<file path="src/rtl/time_pkg.sv">
// Shared codes for the time-set controller and the LCD sequencer: states, cursor
// indices, timezone limits and the packing of the 18-bit time word.
package time_pkg;

  typedef enum logic [3:0] {
    StRun     = 4'b1000,
    StSetup   = 4'b0100,
    StTimeSet = 4'b0101,
    StTzSet   = 4'b0110,
    StApply   = 4'b0111
  } state_e;

  localparam logic [1:0] CurHour = 2'd0;
  localparam logic [1:0] CurMin  = 2'd1;
  localparam logic [1:0] CurSec  = 2'd2;
  localparam logic [1:0] CurNone = 2'd3;

  localparam logic signed [4:0] TZ_RST = 5'sd9;
  localparam logic signed [4:0] TZ_MIN = -5'sd12;
  localparam logic signed [4:0] TZ_MAX = 5'sd14;

  localparam int unsigned TimeW   = 18;
  localparam int unsigned HourLsb = 12;
  localparam int unsigned MinLsb  = 6;
  localparam int unsigned SecLsb  = 0;

  function automatic logic [TimeW-1:0] pack_time(input logic [4:0] hour,
                                                 input logic [5:0] min,
                                                 input logic [5:0] sec);
    return {1'b0, hour, min, sec};
  endfunction

  // Step a field up or down, wrapping between 0 and max_val.
  function automatic logic [5:0] step_wrap(input logic [5:0] val,
                                           input logic [5:0] max_val,
                                           input logic       up);
    if (up) return (val == max_val) ? 6'd0 : val + 6'd1;
    return (val == 6'd0) ? max_val : val - 6'd1;
  endfunction

  function automatic logic signed [4:0] tz_step(input logic signed [4:0] tz,
                                                input logic              up);
    if (up) return (tz == TZ_MAX) ? TZ_MIN : tz + 5'sd1;
    return (tz == TZ_MIN) ? TZ_MAX : tz - 5'sd1;
  endfunction

endpackage

</file>
<file path="src/rtl/time_set_ctrl_if.sv">
// Button, counter and display signals between the front-end, the time-set
// controller and the counter/LCD side.
interface time_set_ctrl_if;
  import time_pkg::*;

  logic             BTN_MODE;
  logic             BTN_BACK;
  logic             BTN_NEXT;
  logic             BTN_UP;
  logic             BTN_DOWN;
  logic [TimeW-1:0] CUR_TIME;
  logic [TimeW-1:0] TIME_SETDATA;
  logic             TIME_SET_FLAG;
  logic [4:0]       TZ_OFFSET;
  logic [TimeW-1:0] DISP_TIME;
  logic [3:0]       STATE;
  logic [1:0]       CURSOR;
  logic             MENU_SEL;

  modport master (
    output BTN_MODE, BTN_BACK, BTN_NEXT, BTN_UP, BTN_DOWN, CUR_TIME,
    input  TIME_SETDATA, TIME_SET_FLAG, TZ_OFFSET, DISP_TIME, STATE, CURSOR, MENU_SEL
  );

  modport slave (
    input  BTN_MODE, BTN_BACK, BTN_NEXT, BTN_UP, BTN_DOWN, CUR_TIME,
    output TIME_SETDATA, TIME_SET_FLAG, TZ_OFFSET, DISP_TIME, STATE, CURSOR, MENU_SEL
  );

endinterface

</file>
<file path="src/rtl/tz_hour_adj.sv">
// Applies a signed timezone offset to an hour, add or subtract, result mod 24.
module tz_hour_adj (
  input  logic              hour_in,
  input  logic [4:0]        hour,
  input  logic signed [4:0] offset,
  input  logic              subtract,
  output logic [4:0]        hour_adj
);
  logic signed [6:0] hour_ext;
  logic signed [6:0] off_ext;
  logic signed [6:0] sum;
  logic signed [6:0] wrapped;

  // Operand range keeps the sum within -14..37, so one correction step suffices.
  always_comb begin
    hour_ext = $signed({2'b00, hour});
    off_ext  = $signed({{2{offset[4]}}, offset});
    sum      = subtract ? (hour_ext - off_ext) : (hour_ext + off_ext);
    if (sum < 7'sd0) begin
      wrapped = sum + 7'sd24;
    end else if (sum >= 7'sd24) begin
      wrapped = sum - 7'sd24;
    end else begin
      wrapped = sum;
    end
  end

  assign hour_adj = 5'(wrapped) & {5{hour_in}};
endmodule

</file>
<file path="src/rtl/time_set_ctrl.sv">
// Menu/edit FSM for setting time of day and timezone; drives the counter load
// handshake and the local-time display view.
module time_set_ctrl
  import time_pkg::*;
(
  input logic            CLK,
  input logic            RESETN,
  time_set_ctrl_if.slave bus
);
  state_e            state_q;
  logic [3:0]        state_code_q;
  logic signed [4:0] tz_q;
  logic signed [4:0] work_tz_q;
  logic              menu_sel_q;
  logic [1:0]        cursor_q;
  logic [4:0]        sh_hour_q;
  logic [5:0]        sh_min_q;
  logic [5:0]        sh_sec_q;
  logic              set_flag_q;
  logic [TimeW-1:0]  set_data_q;

  logic              btn_mode, btn_back, btn_next, btn_up, btn_down;
  logic [4:0]        cur_hour, disp_hour, gmt_hour;
  logic [5:0]        cur_min, cur_sec;
  logic signed [4:0] disp_off;

  // Only the highest-priority button of a cycle is acted on.
  always_comb begin
    btn_mode = bus.BTN_MODE;
    btn_back = bus.BTN_BACK & ~bus.BTN_MODE;
    btn_next = bus.BTN_NEXT & ~(bus.BTN_MODE | bus.BTN_BACK);
    btn_up   = bus.BTN_UP & ~(bus.BTN_MODE | bus.BTN_BACK | bus.BTN_NEXT);
    btn_down = bus.BTN_DOWN & ~(bus.BTN_MODE | bus.BTN_BACK | bus.BTN_NEXT | bus.BTN_UP);
  end

  assign cur_hour = bus.CUR_TIME[HourLsb +: 5];
  assign cur_min  = bus.CUR_TIME[MinLsb +: 6];
  assign cur_sec  = bus.CUR_TIME[SecLsb +: 6];
  assign disp_off = (state_q == StTzSet) ? work_tz_q : tz_q;

  // Local view of the counter; also the source of the shadow on entry to edit.
  tz_hour_adj u_disp_adj (
    .hour_in  (1'b1),
    .hour     (cur_hour),
    .offset   (disp_off),
    .subtract (1'b0),
    .hour_adj (disp_hour)
  );

  tz_hour_adj u_gmt_adj (
    .hour_in  (1'b1),
    .hour     (sh_hour_q),
    .offset   (tz_q),
    .subtract (1'b1),
    .hour_adj (gmt_hour)
  );

  always_comb begin
    if (state_q == StTimeSet || state_q == StApply) begin
      bus.DISP_TIME = pack_time(sh_hour_q, sh_min_q, sh_sec_q);
    end else begin
      bus.DISP_TIME = pack_time(disp_hour, cur_min, cur_sec);
    end
  end

  always_ff @(posedge CLK or negedge RESETN) begin
    if (!RESETN) begin
      state_q      <= StRun;
      state_code_q <= StRun;
      tz_q         <= TZ_RST;
      work_tz_q    <= TZ_RST;
      menu_sel_q   <= 1'b0;
      cursor_q     <= CurNone;
      sh_hour_q    <= '0;
      sh_min_q     <= '0;
      sh_sec_q     <= '0;
      set_flag_q   <= 1'b0;
      set_data_q   <= '0;
    end else begin
      set_flag_q <= 1'b0;
      unique case (state_q)
        StRun: begin
          if (btn_mode) begin
            state_q      <= StSetup;
            state_code_q <= StSetup;
            menu_sel_q   <= 1'b0;
          end
        end
        StSetup: begin
          if (btn_mode && !menu_sel_q) begin
            state_q      <= StTimeSet;
            state_code_q <= StTimeSet;
            sh_hour_q    <= disp_hour;
            sh_min_q     <= cur_min;
            sh_sec_q     <= cur_sec;
            cursor_q     <= CurHour;
          end else if (btn_mode) begin
            state_q      <= StTzSet;
            state_code_q <= StTzSet;
            work_tz_q    <= tz_q;
          end else if (btn_back) begin
            state_q      <= StRun;
            state_code_q <= StRun;
          end else if (btn_up || btn_down) begin
            menu_sel_q <= ~menu_sel_q;
          end
        end
        StTimeSet: begin
          if (btn_mode) begin
            state_q    <= StApply;
            set_flag_q <= 1'b1;
            set_data_q <= pack_time(gmt_hour, sh_min_q, sh_sec_q);
          end else if (btn_back) begin
            state_q      <= StSetup;
            state_code_q <= StSetup;
            cursor_q     <= CurNone;
          end else if (btn_next) begin
            cursor_q <= (cursor_q == CurSec) ? CurHour : cursor_q + 2'd1;
          end else if (btn_up || btn_down) begin
            unique case (cursor_q)
              CurHour: sh_hour_q <= 5'(step_wrap({1'b0, sh_hour_q}, 6'd23, btn_up));
              CurMin:  sh_min_q  <= step_wrap(sh_min_q, 6'd59, btn_up);
              CurSec:  sh_sec_q  <= step_wrap(sh_sec_q, 6'd59, btn_up);
              default: ;
            endcase
          end
        end
        StApply: begin
          // Buttons are ignored here so a held MODE cannot cause a second load.
          state_q      <= StRun;
          state_code_q <= StRun;
          cursor_q     <= CurNone;
        end
        StTzSet: begin
          if (btn_mode) begin
            tz_q         <= work_tz_q;
            state_q      <= StRun;
            state_code_q <= StRun;
          end else if (btn_back) begin
            state_q      <= StSetup;
            state_code_q <= StSetup;
          end else if (btn_up || btn_down) begin
            work_tz_q <= tz_step(work_tz_q, btn_up);
          end
        end
        default: begin
          state_q      <= StRun;
          state_code_q <= StRun;
        end
      endcase
    end
  end

  assign bus.STATE         = state_code_q;
  assign bus.TZ_OFFSET     = tz_q;
  assign bus.MENU_SEL      = menu_sel_q;
  assign bus.CURSOR        = cursor_q;
  assign bus.TIME_SET_FLAG = set_flag_q;
  assign bus.TIME_SETDATA  = set_data_q;
endmodule

</file>
<file path="src/flat_wrapper.sv">
// flat-port wrapper written by rule: the top's interface ports become plain ports
module time_set_ctrl_flat import time_pkg::*;
  (CLK, RESETN, bus_BTN_MODE, bus_BTN_BACK, bus_BTN_NEXT, bus_BTN_UP, bus_BTN_DOWN, bus_CUR_TIME, bus_TIME_SETDATA, bus_TIME_SET_FLAG, bus_TZ_OFFSET, bus_DISP_TIME, bus_STATE, bus_CURSOR, bus_MENU_SEL);
  time_set_ctrl_if bus_i ();
  input logic CLK;
  input logic RESETN;
  input wire logic [$bits(bus_i.BTN_MODE)-1:0] bus_BTN_MODE;
  input wire logic [$bits(bus_i.BTN_BACK)-1:0] bus_BTN_BACK;
  input wire logic [$bits(bus_i.BTN_NEXT)-1:0] bus_BTN_NEXT;
  input wire logic [$bits(bus_i.BTN_UP)-1:0] bus_BTN_UP;
  input wire logic [$bits(bus_i.BTN_DOWN)-1:0] bus_BTN_DOWN;
  input wire logic [$bits(bus_i.CUR_TIME)-1:0] bus_CUR_TIME;
  output wire logic [$bits(bus_i.TIME_SETDATA)-1:0] bus_TIME_SETDATA;
  output wire logic [$bits(bus_i.TIME_SET_FLAG)-1:0] bus_TIME_SET_FLAG;
  output wire logic [$bits(bus_i.TZ_OFFSET)-1:0] bus_TZ_OFFSET;
  output wire logic [$bits(bus_i.DISP_TIME)-1:0] bus_DISP_TIME;
  output wire logic [$bits(bus_i.STATE)-1:0] bus_STATE;
  output wire logic [$bits(bus_i.CURSOR)-1:0] bus_CURSOR;
  output wire logic [$bits(bus_i.MENU_SEL)-1:0] bus_MENU_SEL;
  assign bus_i.BTN_MODE = bus_BTN_MODE;
  assign bus_i.BTN_BACK = bus_BTN_BACK;
  assign bus_i.BTN_NEXT = bus_BTN_NEXT;
  assign bus_i.BTN_UP = bus_BTN_UP;
  assign bus_i.BTN_DOWN = bus_BTN_DOWN;
  assign bus_i.CUR_TIME = bus_CUR_TIME;
  assign bus_TIME_SETDATA = bus_i.TIME_SETDATA;
  assign bus_TIME_SET_FLAG = bus_i.TIME_SET_FLAG;
  assign bus_TZ_OFFSET = bus_i.TZ_OFFSET;
  assign bus_DISP_TIME = bus_i.DISP_TIME;
  assign bus_STATE = bus_i.STATE;
  assign bus_CURSOR = bus_i.CURSOR;
  assign bus_MENU_SEL = bus_i.MENU_SEL;
  time_set_ctrl u_core (.CLK(CLK), .RESETN(RESETN), .bus(bus_i));
endmodule
</file>
<file path="config.mk">
export PLATFORM = sky130hd
export DESIGN_NAME = time_set_ctrl_flat
export DESIGN_NICKNAME = d
export VERILOG_FILES = /design/src/rtl/time_pkg.sv /design/src/rtl/time_set_ctrl_if.sv /design/src/rtl/tz_hour_adj.sv /design/src/rtl/time_set_ctrl.sv /design/src/flat_wrapper.sv
export SDC_FILE = /design/constraint.sdc
export NUM_CORES = 1
export LEC_CHECK = 0
export CAP_MARGIN = 15
export CORE_ASPECT_RATIO = 0.75
export CORE_MARGIN = 1.5
export CORE_UTILIZATION = 50
export CTS_BUF_LIST = sky130_fd_sc_hd__clkbuf_16
export DETAILED_ROUTE_END_ITERATION = 10
export GPL_TIMING_DRIVEN = 0
export PLACE_DENSITY = 0.87
export SLEW_MARGIN = 20
export SYNTH_ARGS = -nofsm -noshare
export SYNTH_HDL_FRONTEND = slang
export SYNTH_HIERARCHICAL = 1
export SYNTH_SLANG_ARGS = --single-unit
</file>
<file path="constraint.sdc">
create_clock -name CLK -period 4.6 [get_ports CLK]
set_input_delay 0.69 -clock CLK [delete_from_list [all_inputs] [get_ports CLK]]
set_output_delay 0.69 -clock CLK [all_outputs]
set_load 0.005 [all_outputs]
</file>
* After elaboration in Yosys (flattened, before gate mapping) *
Cells that the tools add are included.

operators by class
  $add $sub $neg = 15
  $mul = 0
  divide/modulo/power cells = 0
  order comparisons = 4
  eq/ne operators = 31
  shifts and indexed selects = 0
  mux-type cells = 98
  bitwise logic cells = 12
  reductions and logical operators = 22

operators with widths
  operator                                                                number
  5-bit 2-to-1 mux                                                        24
  6-bit 2-to-1 mux                                                        20
  4-bit 2-to-1 mux                                                        10
  4-bit case mux with 4 select lines                                      2
  1-bit 2-to-1 mux                                                        30
  2-bit != test (second input constant)                                   15
  6-bit case mux with 2 select lines                                      2
  7-bit AND reduction                                                     3
  5-bit case mux with 2 select lines                                      2
  17-bit 2-to-1 mux                                                       1
  4-bit by 3-bit equality test with 1-bit output (second input constant)  4
  5-bit equality test (second input constant)                             3
  7-bit by 6-bit >= comparator with 1-bit output (second input constant)  2
  7-bit by 1-bit < comparator with 1-bit output (second input constant)   2
  6-bit by 1-bit adder with 6-bit output (second input constant)          2
  6-bit equality test (second input constant)                             2
  6-bit zero test                                                         2
  6-bit AND reduction                                                     2
  6-bit by 1-bit subtractor with 6-bit output (second input constant)     2
  5-bit by 4-bit adder with 5-bit output (second input constant)          2
  2-bit 2-to-1 mux                                                        5
  5-bit by 4-bit subtractor with 5-bit output (second input constant)     2
  6-bit by 5-bit adder with 7-bit output                                  1
  6-bit by 5-bit subtractor with 7-bit output                             1
  26 further kinds                                                        41

word-level totals
  register bits = 56
  bits in latches = 0
  bits in writable memories = 0
  ROM bits = 0
  bits of input ports = 25
  output and inout bits = 49
  logic and storage cells = 193
  memories = 0

* Logic depth before layout (Yosys ltp) *
  depth in word-level cells = 18
  gate-level depth with buffers = 20
  mapped depth without buffers = 18

* Hierarchy *
The synthesis kept the hierarchy.

modules (own cells, without submodules)
  module         times used  cells each  area an instance (um^2)  seq. area each (um^2)
  time_set_ctrl  1           444         3861.2                   1411.4
  tz_hour_adj    2           61          446.7                    0.0

* Least setup slack after synthesis *
OpenSTA, ideal clock, no wires.

  path type = register to output
  start point = reg u_core.state_q[1]
  end point = out bus_DISP_TIME[15]
  data arrival time = 3713 ps
  data required time = 3910 ps
  setup slack = 197 ps
  cell stages (with the launch flop) = 17
  path buffers = 2
  cell sequence = dfrtp_1 > buf_2 > nor2b_1 > nand2_1 > clkbuf_1 > o21ai_0 > inv_1 > ha_1 > mux2_2 > fa_1 > nor2b_1 > o31a_1 > a21oi_1 > ha_1 > or4b_1 > a21oi_1 > mux2_2

between the ends
  longest elaborated chain between the ends = 7
  elaborated cells on any way between the ends = 13
  classes of those cells = 3 x add/sub; 2 x order compare; 3 x eq/ne; 4 x mux; 1 x reduce/logical

RTL lines
  what                                                                                                                  RTL line                              text
  start, declared                                                                                                       time_set_ctrl.sv:10                   state_e state_q;
  start signal, assigned                                                                                                time_set_ctrl.sv:68                   state_q <= StRun;
  start signal, assigned                                                                                                time_set_ctrl.sv:84                   state_q <= StSetup;
  start signal, assigned                                                                                                time_set_ctrl.sv:91                   state_q <= StTimeSet;
  4-bit by 3-bit equality test with 1-bit output *                                                                      time_set_ctrl.sv:39                   assign disp_off = (state_q == StTzSet) ? work_tz_q : tz_q;
  5-bit 2-to-1 mux *                                                                                                    time_set_ctrl.sv:39
  net u_core.disp_off[0]                                                                                                time_set_ctrl.sv:25                   logic signed [4:0] disp_off;
  6-bit by 5-bit adder with 7-bit output *                                                                              tz_hour_adj.sv:18                     sum = subtract ? (hour_ext - off_ext) : (hour_ext + off_ext);
  7-bit by 6-bit >= comparator with 1-bit output / 5-bit by 4-bit subtractor with 5-bit output (equally long branches)  tz_hour_adj.sv:21, tz_hour_adj.sv:22
  5-bit 2-to-1 mux                                                                                                      tz_hour_adj.sv:21                     end else if (sum >= 7'sd24) begin
  5-bit 2-to-1 mux *                                                                                                    tz_hour_adj.sv:19                     if (sum < 7'sd0) begin
  net u_core.disp_hour[3]                                                                                               time_set_ctrl.sv:23                   logic [4:0] cur_hour, disp_hour, gmt_hour;
  17-bit 2-to-1 mux *                                                                                                   time_set_ctrl.sv:59                   if (state_q == StTimeSet || state_q == StApply) begin
  end, declared                                                                                                         flat_wrapper.sv:16                    output wire logic [$bits(bus_i.DISP_TIME)-1:0] bus_DISP_TIME;

Mark *: on every way through the listed nets, which the timed path passes. The rest lies on a longest branch.

* Worst setup path in the final report *
  start point = reg u_core.state_q[3]
  end point = out bus_DISP_TIME[15]

Same word-level chain as after synthesis.

==> results.py <==
metrics = {
    "synthesis": {
        "async_flop_share_pct": 100,
        "synthDistinctLibCells": 79,
        "synth-edff-count": 0,
        "ys.flop_type": "dfrtp_1",
        "syn_inst": 566,
        "synth_seq_cells": 56,
        "ys_seq_area_share_pct": 29.7,
        "synth_area_sq_mm": 0.00475,
        "syn_avg_cell_area_sq_um": 8.40,
        "yosys_warnings": 6,
    },
    "critical_path": {
        "critPathKind": "flop to primary output",
        "r2r_end": "u_core/sh_hour_q[3]$_DFFE_PN0P_",
        "critPathLaunchType": "flop",
        "required_ns": 3.91,
        "crit-reg2reg-launch": "u_core/state_q[3]$_DFFE_PN1P_",
        "cp_max_fo": 3,
        "slowest_stage": "dfstp_2",
        "rr_worst_depth": 20,
        "crit_path_end_kind": "primary output",
        "r2r_slack_ns": 0.70,
        "slowest_delay_ns": 0.57,
        "path_cells": "nor2b_4 > nand2_2 > buf_6 > nand2_4 > o21ai_4 > inv_2 > ha_4 > mux2_4 > inv_4 > ha_4 > nor2b_4 > o31a_1 > o21ba_4 > a21boi_1 > or4b_4 > a21oi_4 > mux2_4 > buf_6",
        "critPathTopFamily": "compound AO/OA/AOI/OAI gates",
        "cp_data_arrival_time_ns": 3.94,
        "crit_buf_inv": 4,
    },
    "layout": {
        "nets": 734,
        "final_util_pct": 68.7,
        "final_layout_size_suffix_gt1_share_pct": 20.6,
        "areaGrowthSynthToFinish_pct": 32.4,
        "antenna_cells": 0,
        "final_common_cell": "clkdlybuf4s50_1",
        "layout_common_cells": "66 x clkdlybuf4s50_1, 50 x nor2_1, 47 x nand2_1",
    },
    "routing": {
        "drt_pass1_iterations": 6,
        "vias": 5059,
        "ant_nets": 0,
        "drt_iter0_markers": 574,
        "m1WireLength_um": 6360,
        "route.met3.wl_um": 1290,
        "via_per_inst": 6.24,
        "wl_um": 15000,
        "wl_per_cell_um": 18.4,
        "wl_met2_um": 6890,
        "highest_layer": "met4",
        "drc": 0,
    },
    "global_route": {
        "grt_pass1_vias": 4721,
        "overflow": 0,
        "grt_max_degree": 57,
        "grt_pass1_wl_um": 23200,
        "antenna_found_initial": 0,
        "grt.total_usage_pct": 29.0,
    },
    "clocking": {
        "numCtsBuffers": 5,
        "cts_root_buf": "clkbuf_16",
        "cts_hold_buf": 0,
        "insertion_delay_ns": 0.30,
        "cts.sinks": 56,
        "htreeDepth": 2,
        "clkTransAtPathRegs_ns": 0.07,
        "cts_tree": "yes",
        "clock_path_buffers": 2,
    },
    "sta": {
        "min_period_ns": 4.63,
        "drv_slew": 0,
        "finalCritPeriodShare_pct": 101,
        "tns_ns": -0.0298,
        "rsz0062_at_grt": "true",
        "fin_worst_skew_ns": 0.00299,
        "setup_slack_ns": -0.0298,
        "tightest_slew_ns": 0.789,
        "fmax_mhz": 216,
        "slew_headroom_pct": 47.4,
        "setup_violations": 1,
        "hold_viol_final": 0,
    },
    "worst_hold_path": {
        "hold_path_class": "primary input to async pin",
    },
    "place": {
        "globalplace.congestion": 0.934,
        "dp_hpwl_um": 10000,
        "numPortBuffers": 69,
    },
    "floorplanning": {
        "die_h_um": 87.5,
        "dieArea_sq_mm": 0.0101,
        "core_area_sq_mm": 0.00916,
        "start_util_pct": 51.9,
        "ios": 74,
        "die_w_um": 116,
        "rows": 30,
    },
    "job": {
        "drv_cap": 0,
    },
    "power": {
        "power.leakage_nw": 2.56,
        "ir_drop_mv": 0.274,
        "power_density_mw_per_mm2": 444,
    },
    "status": {
        "outcome": "complete, but fails checks",
        "violations": "negative setup slack",
    },
}
through the flow:
stage / worst slack [ns] / total power (W) / instance area [sq um] / std cells / hold WS, ns
2_1_floorplan: 0.197 / 0.00177 / 4810 / 582 / 0.394
6_report: -0.0298 / 0.00280 / 6300 / 811 / 0.446
4_1_cts: -0.00371 / 0.00273 / 6110 / 802 / 0.477
3_3_place_gp: -0.876 / 0.00214 / 5670 / 779 / 0.469
5_1_grt: -0.119 / 0.00299 / 6300 / 811 / 0.496
3_5_place_dp: -1.01 / 0.00223 / 5660 / 779 / 0.466
how the worst max path moves through the flow:
stage                                       start  slack [ns]                 to  cells past startpoint
floorplan           u_core/state_q[1]$_DFFE_PN0P_        0.20  bus_DISP_TIME[15]                     16
global placement    u_core/state_q[2]$_DFFE_PN0P_       -0.88  bus_DISP_TIME[16]                     18
detailed placement  u_core/state_q[2]$_DFFE_PN0P_       -1.01  bus_DISP_TIME[16]                     18
CTS                 u_core/state_q[3]$_DFFE_PN1P_      -0.004  bus_DISP_TIME[15]                     18
global route        u_core/state_q[0]$_DFFE_PN0P_       -0.12  bus_DISP_TIME[15]                     18
finish              u_core/state_q[3]$_DFFE_PN1P_       -0.03  bus_DISP_TIME[15]                     18
metal layers:
layer / global-route usage [%] / up-vias
li1: - / 2264
met1: 39.1 / 2438
met2: 46.8 / 305
met3: 5.01 / 52
met4: 10.9 / 0
met5: 0 / -
Yosys cell counts, drive strengths merged (3+ instances only):
| cell type | instances | share of area, % |
|---|---|---|
| nor3 | 10 | 1.2 |
| a211o | 3 | 0.55 |
| o21ba | 3 | 0.63 |
| or4b | 4 | 0.92 |
| o21a | 8 | 1.3 |
| nand4 | 6 | 0.79 |
| o31ai | 5 | 0.79 |
| nor2b | 11 | 1.4 |
| and3 | 4 | 0.53 |
| a21oi | 34 | 3.6 |
| o2bb2ai | 3 | 0.55 |
| nand3 | 11 | 1.2 |
| nand2b | 9 | 1.2 |
| a21boi | 4 | 0.71 |
| mux2i | 4 | 0.84 |
| or3 | 3 | 0.39 |
| nor3b | 4 | 0.74 |
| a31oi | 11 | 1.4 |
| o22ai | 10 | 1.3 |
| o21ai | 41 | 4.3 |
| clkbuf | 22 | 1.7 |
| xnor2 | 16 | 2.9 |
| nor2 | 53 | 4.2 |
| ha | 25 | 6.6 |
| dfrtp | 48 | 25 |
| o21bai | 5 | 0.95 |
| a221oi | 5 | 0.92 |
| mux2 | 31 | 7.3 |
| or2 | 9 | 1.2 |
| nand2 | 51 | 4.0 |
| and2 | 3 | 0.39 |
| a211oi | 3 | 0.47 |
| o31a | 5 | 0.92 |
| buf | 13 | 1.9 |
| o211ai | 7 | 1.1 |
| inv | 28 | 2.2 |
| dfstp | 8 | 4.4 |
| xor2 | 5 | 0.92 |
cell type report:
type	instances	area, sq um
Fill cell	703	2860
Multi-Input combinational cell	463	3390
Buffer	33	175
Clock inverter	3	42.5
Inverter	28	108
Timing Repair Buffer	95	883
Clock buffer	5	125
Sequential cell	56	1410
Tap cell	128	160
registers in the layout (all words and copies together), names as in the netlist:
signal / count
u_core/sh_min_q: 6
u_core/sh_hour_q: 5
u_core/bus.STATE: 4
u_core/bus.TIME_SETDATA: 17
u_core/bus.TIME_SET_FLAG: 1
u_core/state_q: 4
u_core/bus.MENU_SEL: 1
u_core/sh_sec_q: 6
u_core/work_tz_q: 5
u_core/bus.TZ_OFFSET: 5
u_core/bus.CURSOR: 2
where the power goes:
group | total (W) | switching [W] | internal, W | leakage (nW)
combinational | 0.00153 | 0.000811 | 0.000723 | 1.79
clock | 0.000443 | 0.000187 | 0.000257 | 0.0814
sequential | 0.000818 | 0.000147 | 0.000671 | 0.692
total | 0.00280 | 0.00114 | 0.00165 | 2.56
logic make-up (layout without fill, tap and decap cells):
group	Yosys count	in the layout	synth area share, %
mux	35	35	8.18
fa+ha+maj	27	27	7.42
compound gates	171	171	24.1
other cells	2	18	0.158
simple gates	191	191	20.7
buf+inv	63	164	5.84
flops	56	56	29.7
xor+xnor	21	21	3.87
timing repair:
action	in CTS	in global routing
endpoints found under the setup margin	4	2
setup buffers	16	10
pin swaps	9	17
gates resized for setup	54	23
(Power assumes the default switching activity.)
